## config.mk

```make
export PLATFORM = sky130hd
export DESIGN_NAME = m68k_bus_arbiter
export DESIGN_NICKNAME = d
export VERILOG_FILES = /design/src/rtl/m68k_bus_arbiter.sv
export SDC_FILE = /design/constraint.sdc
export NUM_CORES = 1
export LEC_CHECK = 0
export BUFFER_PORTS_ARGS = -buffer_cell sky130_fd_sc_hd__buf_2
export CAP_MARGIN = 20
export CORE_MARGIN = 10
export CORE_UTILIZATION = 61
export DETAILED_ROUTE_END_ITERATION = 12
export PLACE_DENSITY_LB_ADDON = 0.05
export SLEW_MARGIN = 40
export SYNTH_ARGS = -nofsm -noshare
export SYNTH_HDL_FRONTEND = slang
export SYNTH_SLANG_ARGS = --single-unit
```

## constraint.sdc

```tcl
create_clock -name i_pi_clk -period 4.12 [get_ports i_pi_clk]
set_input_delay 0.618 -clock i_pi_clk [delete_from_list [all_inputs] [get_ports i_pi_clk]]
set_output_delay 0.618 -clock i_pi_clk [all_outputs]
set_load 0.01 [all_outputs]
```

## src/rtl/m68k_bus_arbiter.sv

```systemverilog
// 68000 bus mastership arbiter between the Pi transaction engine and external DMA masters.
// Runs in the PI_CLK domain; every state change happens on a synchronized M68K_CLK falling edge.
module m68k_bus_arbiter #(
  parameter int SYNC_STAGES = 2,
  parameter int BG_TIMEOUT  = 16,
  parameter int REARB_GAP   = 4
) (
  input  logic i_pi_clk,
  input  logic i_pi_rst_n,
  input  logic i_m68k_clk,
  input  logic i_m68k_br_n,
  input  logic i_m68k_bgack_n,
  input  logic i_pi_req,
  input  logic i_cyc_active,
  output logic o_pi_grant,
  output logic o_drv_en,
  output logic o_m68k_bg_n,
  output logic o_ext_owned,
  output logic o_arb_timeout
);
  localparam int TO_W  = $clog2(BG_TIMEOUT) + 1;
  localparam int GAP_W = $clog2(REARB_GAP) + 1;

  typedef enum logic [1:0] {PI_OWN, ARB_WAIT, GRANT, EXT} state_t;

  state_t                 r_state;
  logic [SYNC_STAGES-1:0] r_br_sync, r_bgack_sync;
  logic [SYNC_STAGES:0]   r_clk_sync;
  logic [TO_W-1:0]        r_to_cnt;
  logic [GAP_W-1:0]       r_gap_cnt;
  logic                   r_pi_grant, r_drv_en, r_bg_n, r_ext_owned, r_arb_timeout;
  logic                   w_br, w_bgack, w_tick;

  always_ff @(posedge i_pi_clk or negedge i_pi_rst_n) begin
    if (!i_pi_rst_n) begin
      r_br_sync    <= '1;
      r_bgack_sync <= '1;
      r_clk_sync   <= '0;
    end else begin
      r_br_sync    <= {r_br_sync[SYNC_STAGES-2:0], i_m68k_br_n};
      r_bgack_sync <= {r_bgack_sync[SYNC_STAGES-2:0], i_m68k_bgack_n};
      r_clk_sync   <= {r_clk_sync[SYNC_STAGES-1:0], i_m68k_clk};
    end
  end

  assign w_br    = ~r_br_sync[SYNC_STAGES-1];
  assign w_bgack = ~r_bgack_sync[SYNC_STAGES-1];
  // Extra clock stage gives the previous sample for falling-edge detection.
  assign w_tick  = r_clk_sync[SYNC_STAGES] & ~r_clk_sync[SYNC_STAGES-1];

  always_ff @(posedge i_pi_clk or negedge i_pi_rst_n) begin
    if (!i_pi_rst_n) begin
      r_state       <= PI_OWN;
      r_pi_grant    <= 1'b1;
      r_drv_en      <= 1'b1;
      r_bg_n        <= 1'b1;
      r_ext_owned   <= 1'b0;
      r_arb_timeout <= 1'b0;
      r_to_cnt      <= '0;
      r_gap_cnt     <= '0;
    end else begin
      r_arb_timeout <= 1'b0;
      if (w_tick) begin
        if (r_gap_cnt != '0) r_gap_cnt <= r_gap_cnt - 1'b1;
        case (r_state)
          PI_OWN, ARB_WAIT: begin
            // A master that grabbed the bus unasked is adopted only at a cycle boundary.
            if (w_bgack) begin
              if (!i_cyc_active) begin
                r_state     <= EXT;
                r_pi_grant  <= 1'b0;
                r_drv_en    <= 1'b0;
                r_ext_owned <= 1'b1;
              end
            end else if (r_state == PI_OWN) begin
              if (w_br && r_gap_cnt == '0) begin
                r_state    <= ARB_WAIT;
                r_pi_grant <= 1'b0;
              end
            end else if (!w_br) begin
              r_state    <= PI_OWN;
              r_pi_grant <= 1'b1;
            end else if (!i_cyc_active) begin
              r_state  <= GRANT;
              r_bg_n   <= 1'b0;
              r_to_cnt <= '0;
            end
          end
          GRANT: begin
            r_to_cnt <= r_to_cnt + 1'b1;
            if (w_bgack) begin
              r_state     <= EXT;
              r_bg_n      <= 1'b1;
              r_drv_en    <= 1'b0;
              r_ext_owned <= 1'b1;
            end else if (!w_br) begin
              r_state    <= PI_OWN;
              r_bg_n     <= 1'b1;
              r_pi_grant <= 1'b1;
            end else if (r_to_cnt == TO_W'(BG_TIMEOUT - 1)) begin
              r_state       <= PI_OWN;
              r_bg_n        <= 1'b1;
              r_pi_grant    <= 1'b1;
              r_arb_timeout <= 1'b1;
              r_gap_cnt     <= GAP_W'(REARB_GAP);
            end
          end
          EXT: begin
            if (!w_bgack) begin
              r_state     <= PI_OWN;
              r_drv_en    <= 1'b1;
              r_pi_grant  <= 1'b1;
              r_ext_owned <= 1'b0;
              r_gap_cnt   <= GAP_W'(REARB_GAP);
            end
          end
          default: r_state <= PI_OWN;
        endcase
      end
    end
  end

  assign o_pi_grant    = r_pi_grant;
  assign o_drv_en      = r_drv_en;
  assign o_m68k_bg_n   = r_bg_n;
  assign o_ext_owned   = r_ext_owned;
  assign o_arb_timeout = r_arb_timeout;
endmodule
```

### Word level (Yosys, flattened, before mapping)

Cells that the tools add are included.

* flip-flop bits (word level): 22
* bits of input ports: 7
* output and inout port bits: 5
* logic and storage cells: 95

* add/sub/neg operators: 2
* equal/unequal tests: 18
* muxes and demuxes: 50
* bitwise operators: 3
* reductions and logical operators: 11

Operators with widths (number)
* $mux W1: 24
* $mux W2: 10
* $mux W5: 4
* $ne A2 B2 Y1 const B: 8
* $ne A4 B4 Y1 const B: 4
* $mux W3: 5
* $reduce_and A7 Y1: 2
* $reduce_and A6 Y1: 2
* $pmux W5 S2: 1
* $pmux W1 S3: 3
* $ne A3 B3 Y1 const B: 2
* $pmux W2 S3: 1
* $pmux W3 S2: 1
* $add A5 B1 Y5 const B: 1
* $eq A5 B4 Y1 const B: 1
* $reduce_and A5 Y1: 1
* $eq A2 B2 Y1 const B: 2
* $logic_not A3 Y1: 1
* $reduce_bool A3 Y1: 1
* $sub A3 B1 Y3 const B: 1
* $eq A2 B1 Y1 const B: 1
* $logic_not A2 Y1: 1
* $not A1 Y1: 2
* $pmux W1 S2: 1
* other kinds (4): 4

### Longest topological paths before layout

* depth in word-level cells: 6
* depth in mapped cells: 7
* depth with buffers taken out: 7

### Worst setup path before layout

OpenSTA, ideal clock, no wires.

* kind: register to register
* from: register r_gap_cnt[0]
* to: register r_pi_grant (netlist: o_pi_grant)
* library setup time: 0.085 ns
* arrival: 1.652 ns
* required time: 4.035 ns
* slack: 2.384 ns
* stages on the path, launching flop included: 8
* buffers on the path: 0
* clock period less this slack: 1.736 ns
* path through: dfrtp_1 > inv_1 > ha_1 > ha_1 > nand2b_1 > a311o_1 > nor3_2 > mux2_1

* cells in the longest elaborated chain, start to end: 4

Ends and longest elaborated chain
* start: declaration: RTL line 30 `logic [GAP_W-1:0] r_gap_cnt;`
* start signal: assignment: RTL line 64 `if (r_gap_cnt != '0) r_gap_cnt <= r_gap_cnt - 1'b1;`
* start signal: assignment: RTL line 105 `r_gap_cnt <= GAP_W'(REARB_GAP);`
* start signal: assignment: RTL line 114 `r_gap_cnt <= GAP_W'(REARB_GAP);`
* $logic_not A3 Y1: RTL line 76 `if (w_br && r_gap_cnt == '0) begin`
* $logic_and A1 B1 Y1: RTL line 76
* $ne A4 B4 Y1 (no source line)
* $reduce_and A7 Y1 (no source line)
* end signal: assignment: RTL line 71 `r_pi_grant <= 1'b0;`
* end signal: assignment: RTL line 78 `r_pi_grant <= 1'b0;`
* end signal: assignment: RTL line 82 `r_pi_grant <= 1'b1;`
* end: declaration: RTL line 31 `logic r_pi_grant, r_drv_en, r_bg_n, r_ext_owned, r_arb_timeout;`

Every way passes these cells.
A chain may end at the register's enable or synchronous reset.

### Final worst setup path

* from: register r_state[0]
* to: register r_to_cnt[3]

* cells in the longest elaborated chain, start to end: 4
* elaborated cells between the ends (all ways): 11
* those cells by class: eq/ne: 6; mux: 1; reduce/logical: 4

Ends and longest elaborated chain
* start: declaration: RTL line 26 `state_t r_state;`
* start signal: assignment: RTL line 53 `r_state <= PI_OWN;`
* start signal: assignment: RTL line 70 `r_state <= EXT;`
* start signal: assignment: RTL line 77 `r_state <= ARB_WAIT;`
* $eq A2 B1 Y1 / $logic_not A2 Y1 (equally long branches): RTL line 65, 75
* $reduce_or A2 Y1: RTL line 65 `case (r_state)`
* $ne A2 B2 Y1 (no source line) / $reduce_bool A2 Y1 (equally long branches)
* $reduce_and A6 Y1 (no source line)
* end signal: assignment: RTL line 90 `r_to_cnt <= r_to_cnt + 1'b1;`
* end: declaration: RTL line 29 `logic [TO_W-1:0] r_to_cnt;`

Several ways; a longest one is shown, not always the timed one.

==> run summary <==
top cells by area, synth: dfrtp_1, dfstp_2, ha_1
Max Cap Viol: 0
Post-Syn Nets: 129
predominant post-synthesis flop cell: dfrtp_1
Yosys cell types: 33
Detailed Route WL: 1.885 mm
Hold-fix buffers, CTS: 0
IO buf count: 10
Tcrit/Tclk final: 48.39%
I/O Pins: 12
vias after detailed routing: 815
setup tns final: 0 ns
largest fanout on the critical path: 8
VDD IR max: 0.0004607 V
Seq cells post-synth: 22
full die area: 4025 um^2
Net Sw Power: 0.0002782 W
vias in the first global route: 749
P_leak: 0.5759 nW
status: completed
later-pin clock latency in the skew report: 0.31 ns
Iter 0 DRT Violations: 11
Nets: 141
CTS buffer count: 3
FP Rows: 15
RSZ-0062 raised after global routing: no
Initial Util: 65.25%
clock network power share: 20.5%
Layout Cells excl Fill: 148
number of hold violations in the final report: 0
Root Driver: clkbuf_4
drt wl/cell: 12.74 um
Hold Path Class: in -> async
hpwl dp: 1.393 mm
Commonest cells post-synth: dfrtp_1, ha_1, nand2_1
antenna cells: 0
Crit path arrival time: 2.25 ns
warnings from Yosys: 0
GRT overflow: 0
synthesis-to-layout area growth: 10.22%
Crit Path Class: reg -> reg
initial antenna violation count: 0
post-synth top area share: 32.61%
DIE HEIGHT: 63.44 um
setup repair bufs after CTS: 0
setup slack, reg-to-reg: 2.13 ns
Register-to-Register Path Depth: 7
Slew @ Worst Pin: 0.5287 ns
Placer Congestion: 0.8516
max-slew violations: 0
logic gate share of total power: 37.7%
EDFF count, synth: 0
Required @ worst endpoint: 4.37 ns
Remaining DRCs: 0
slew margin rel.: 64.75%
Pwr Density: 627.9 nW/um^2
Final setup viols: 0
FILL cells: 143
layout cells sized above 1: 21.14%
drt first pass iters: 4
Internal Power: 0.0005185 W
die width: 63.44 um
CTS sink cnt: 22
# resized after CTS: 0
Async S/R FF share, synth: 100.0%
min Tclk post-route: 1.994 ns
Crit. End Element: register
sequential area share after synthesis: 48.59%
Yosys top cell by area: dfrtp_1
all-layer global routing usage: 9.419%
Final Skew: 0.004524 ns
core box area: 1764 um^2
# H-tree levels: 1
DR vias/cell: 5.507
most common cell in the netlist: dfrtp_1
Syn Std Cell Area: 1151 um^2
first-pass GRT wire length: 3.174 mm
dpl cells: 143
Achievable Freq: 0.5016 GHz
Setup crit start kind: register
CTS clk-pin slew, worst paths: 0.12 ns
Synth Instances: 112
syn_area_per_cell: 10.28 um^2
pin count of the biggest net entering global routing: 23
switching share of power: 34.91%
post-route ant nets: 0
maximum clock path buffer count: 2
CTS tree: yes
Flop pwr share: 41.7%
worst max-delay path: stages, from the launching register on:
cell and delay, ns:
dfrtp_1 0.43, inv_1 0.09, ha_1 0.27, nor2_1 0.14
o211ai_1 0.19, clkbuf_2 0.22, or4b_1 0.50, nand3_1 0.09
per-layer routing:
metal | vias to the layer above | track usage (%) | routed length [um]
li1 | 404 | - | -
met1 | 393 | 11.23 | 913
met2 | 15 | 15.20 | 854
met3 | 3 | 2.827 | 86
met4 | 0 | 4.098 | 31
met5 | - | 0 | 0
metrics by stage:
step	hold slack (ns)	cell area, um^2	utilization, %	worst slack, ns	total power, W
after detailed placement	0.3405	1211	68.65	2.137	0.0006375
after global placement	0.3347	1211	68.65	2.123	0.0006251
final	0.2409	1269	71.91	2.126	0.0007967
after global routing	0.2578	1269	71.91	1.992	0.0008661
after CTS	0.2402	1264	71.63	2.090	0.0008057
after floorplan	0.3224	1151	-	2.384	0.0005626
layout make-up:
type	count	area (um^2)	area share, %
Inverter	9	33.78	2.663
Timing Repair Buffer	11	55.05	4.339
Multi-Input combinational cell	77	536.8	42.31
Clock buffer	3	22.52	1.775
Tap cell	25	31.28	2.465
Sequential cell	22	559.3	44.08
Clock inverter	1	30.03	2.367
final timing paths:
check,startpoint,end
min in group i_pi_clk,r_bgack_sync[0],r_bgack_sync[1]
setup / recovery,r_state[0],r_to_cnt[3]
hold reg to reg,r_bgack_sync[0],r_bgack_sync[1]
hold / removal,i_pi_rst_n,o_arb_timeout
setup reg to reg,r_state[0],r_to_cnt[3]
max in group asynchronous,i_pi_rst_n,r_br_sync[1]
cells by family after synthesis:
family | synth area share [%]
buffers and inverters | 4.782
DFF | 48.59
xor gates and xnor gates | 0.7610
and+or+nand+nor | 19.02
muxes | 3.696
AOI/OAI and AO/OA | 12.28
adders and majority gates | 10.87
power groups by stage:
| stage | Sequential, W | Clock [W] | Combinational, W |
|---|---|---|---|
| 3_3_place_gp | 0.000334 | 0 | 0.000291 |
| 4_1_cts | 0.000333 | 0.000170 | 0.000303 |
| 2_1_floorplan | 0.000338 | 0 | 0.000224 |
| 3_5_place_dp | 0.000338 | 0 | 0.000300 |
| 6_report | 0.000332 | 0.000164 | 0.000301 |
| 5_1_grt | 0.000343 | 0.000177 | 0.000345 |
flip-flops by register name (all words and copies together) (netlist names):
| name | flops |
|---|---|
| r_state | 2 |
| r_clk_sync | 3 |
| o_pi_grant | 1 |
| o_drv_en | 1 |
| r_to_cnt | 5 |
| o_arb_timeout | 1 |
| r_bgack_sync | 2 |
| o_ext_owned | 1 |
| r_br_sync | 2 |
| r_gap_cnt | 3 |
| o_m68k_bg_n | 1 |
cell usage in the layout, fill, tap and decap left out, drive strengths merged, types with 4 or more instances in the layout:
cell | Yosys | layout
buf | 3 | 10
ha | 10 | 10
dfstp | 7 | 7
dfrtp | 15 | 15
nand3 | 4 | 4
o21ai | 9 | 9
nor2b | 4 | 4
clkbuf | 1 | 4
nor3 | 4 | 4
nor2 | 8 | 8
nand2 | 10 | 10
inv | 9 | 9
nand2b | 5 | 5
Note: power is estimated with default switching activity, not from simulation.
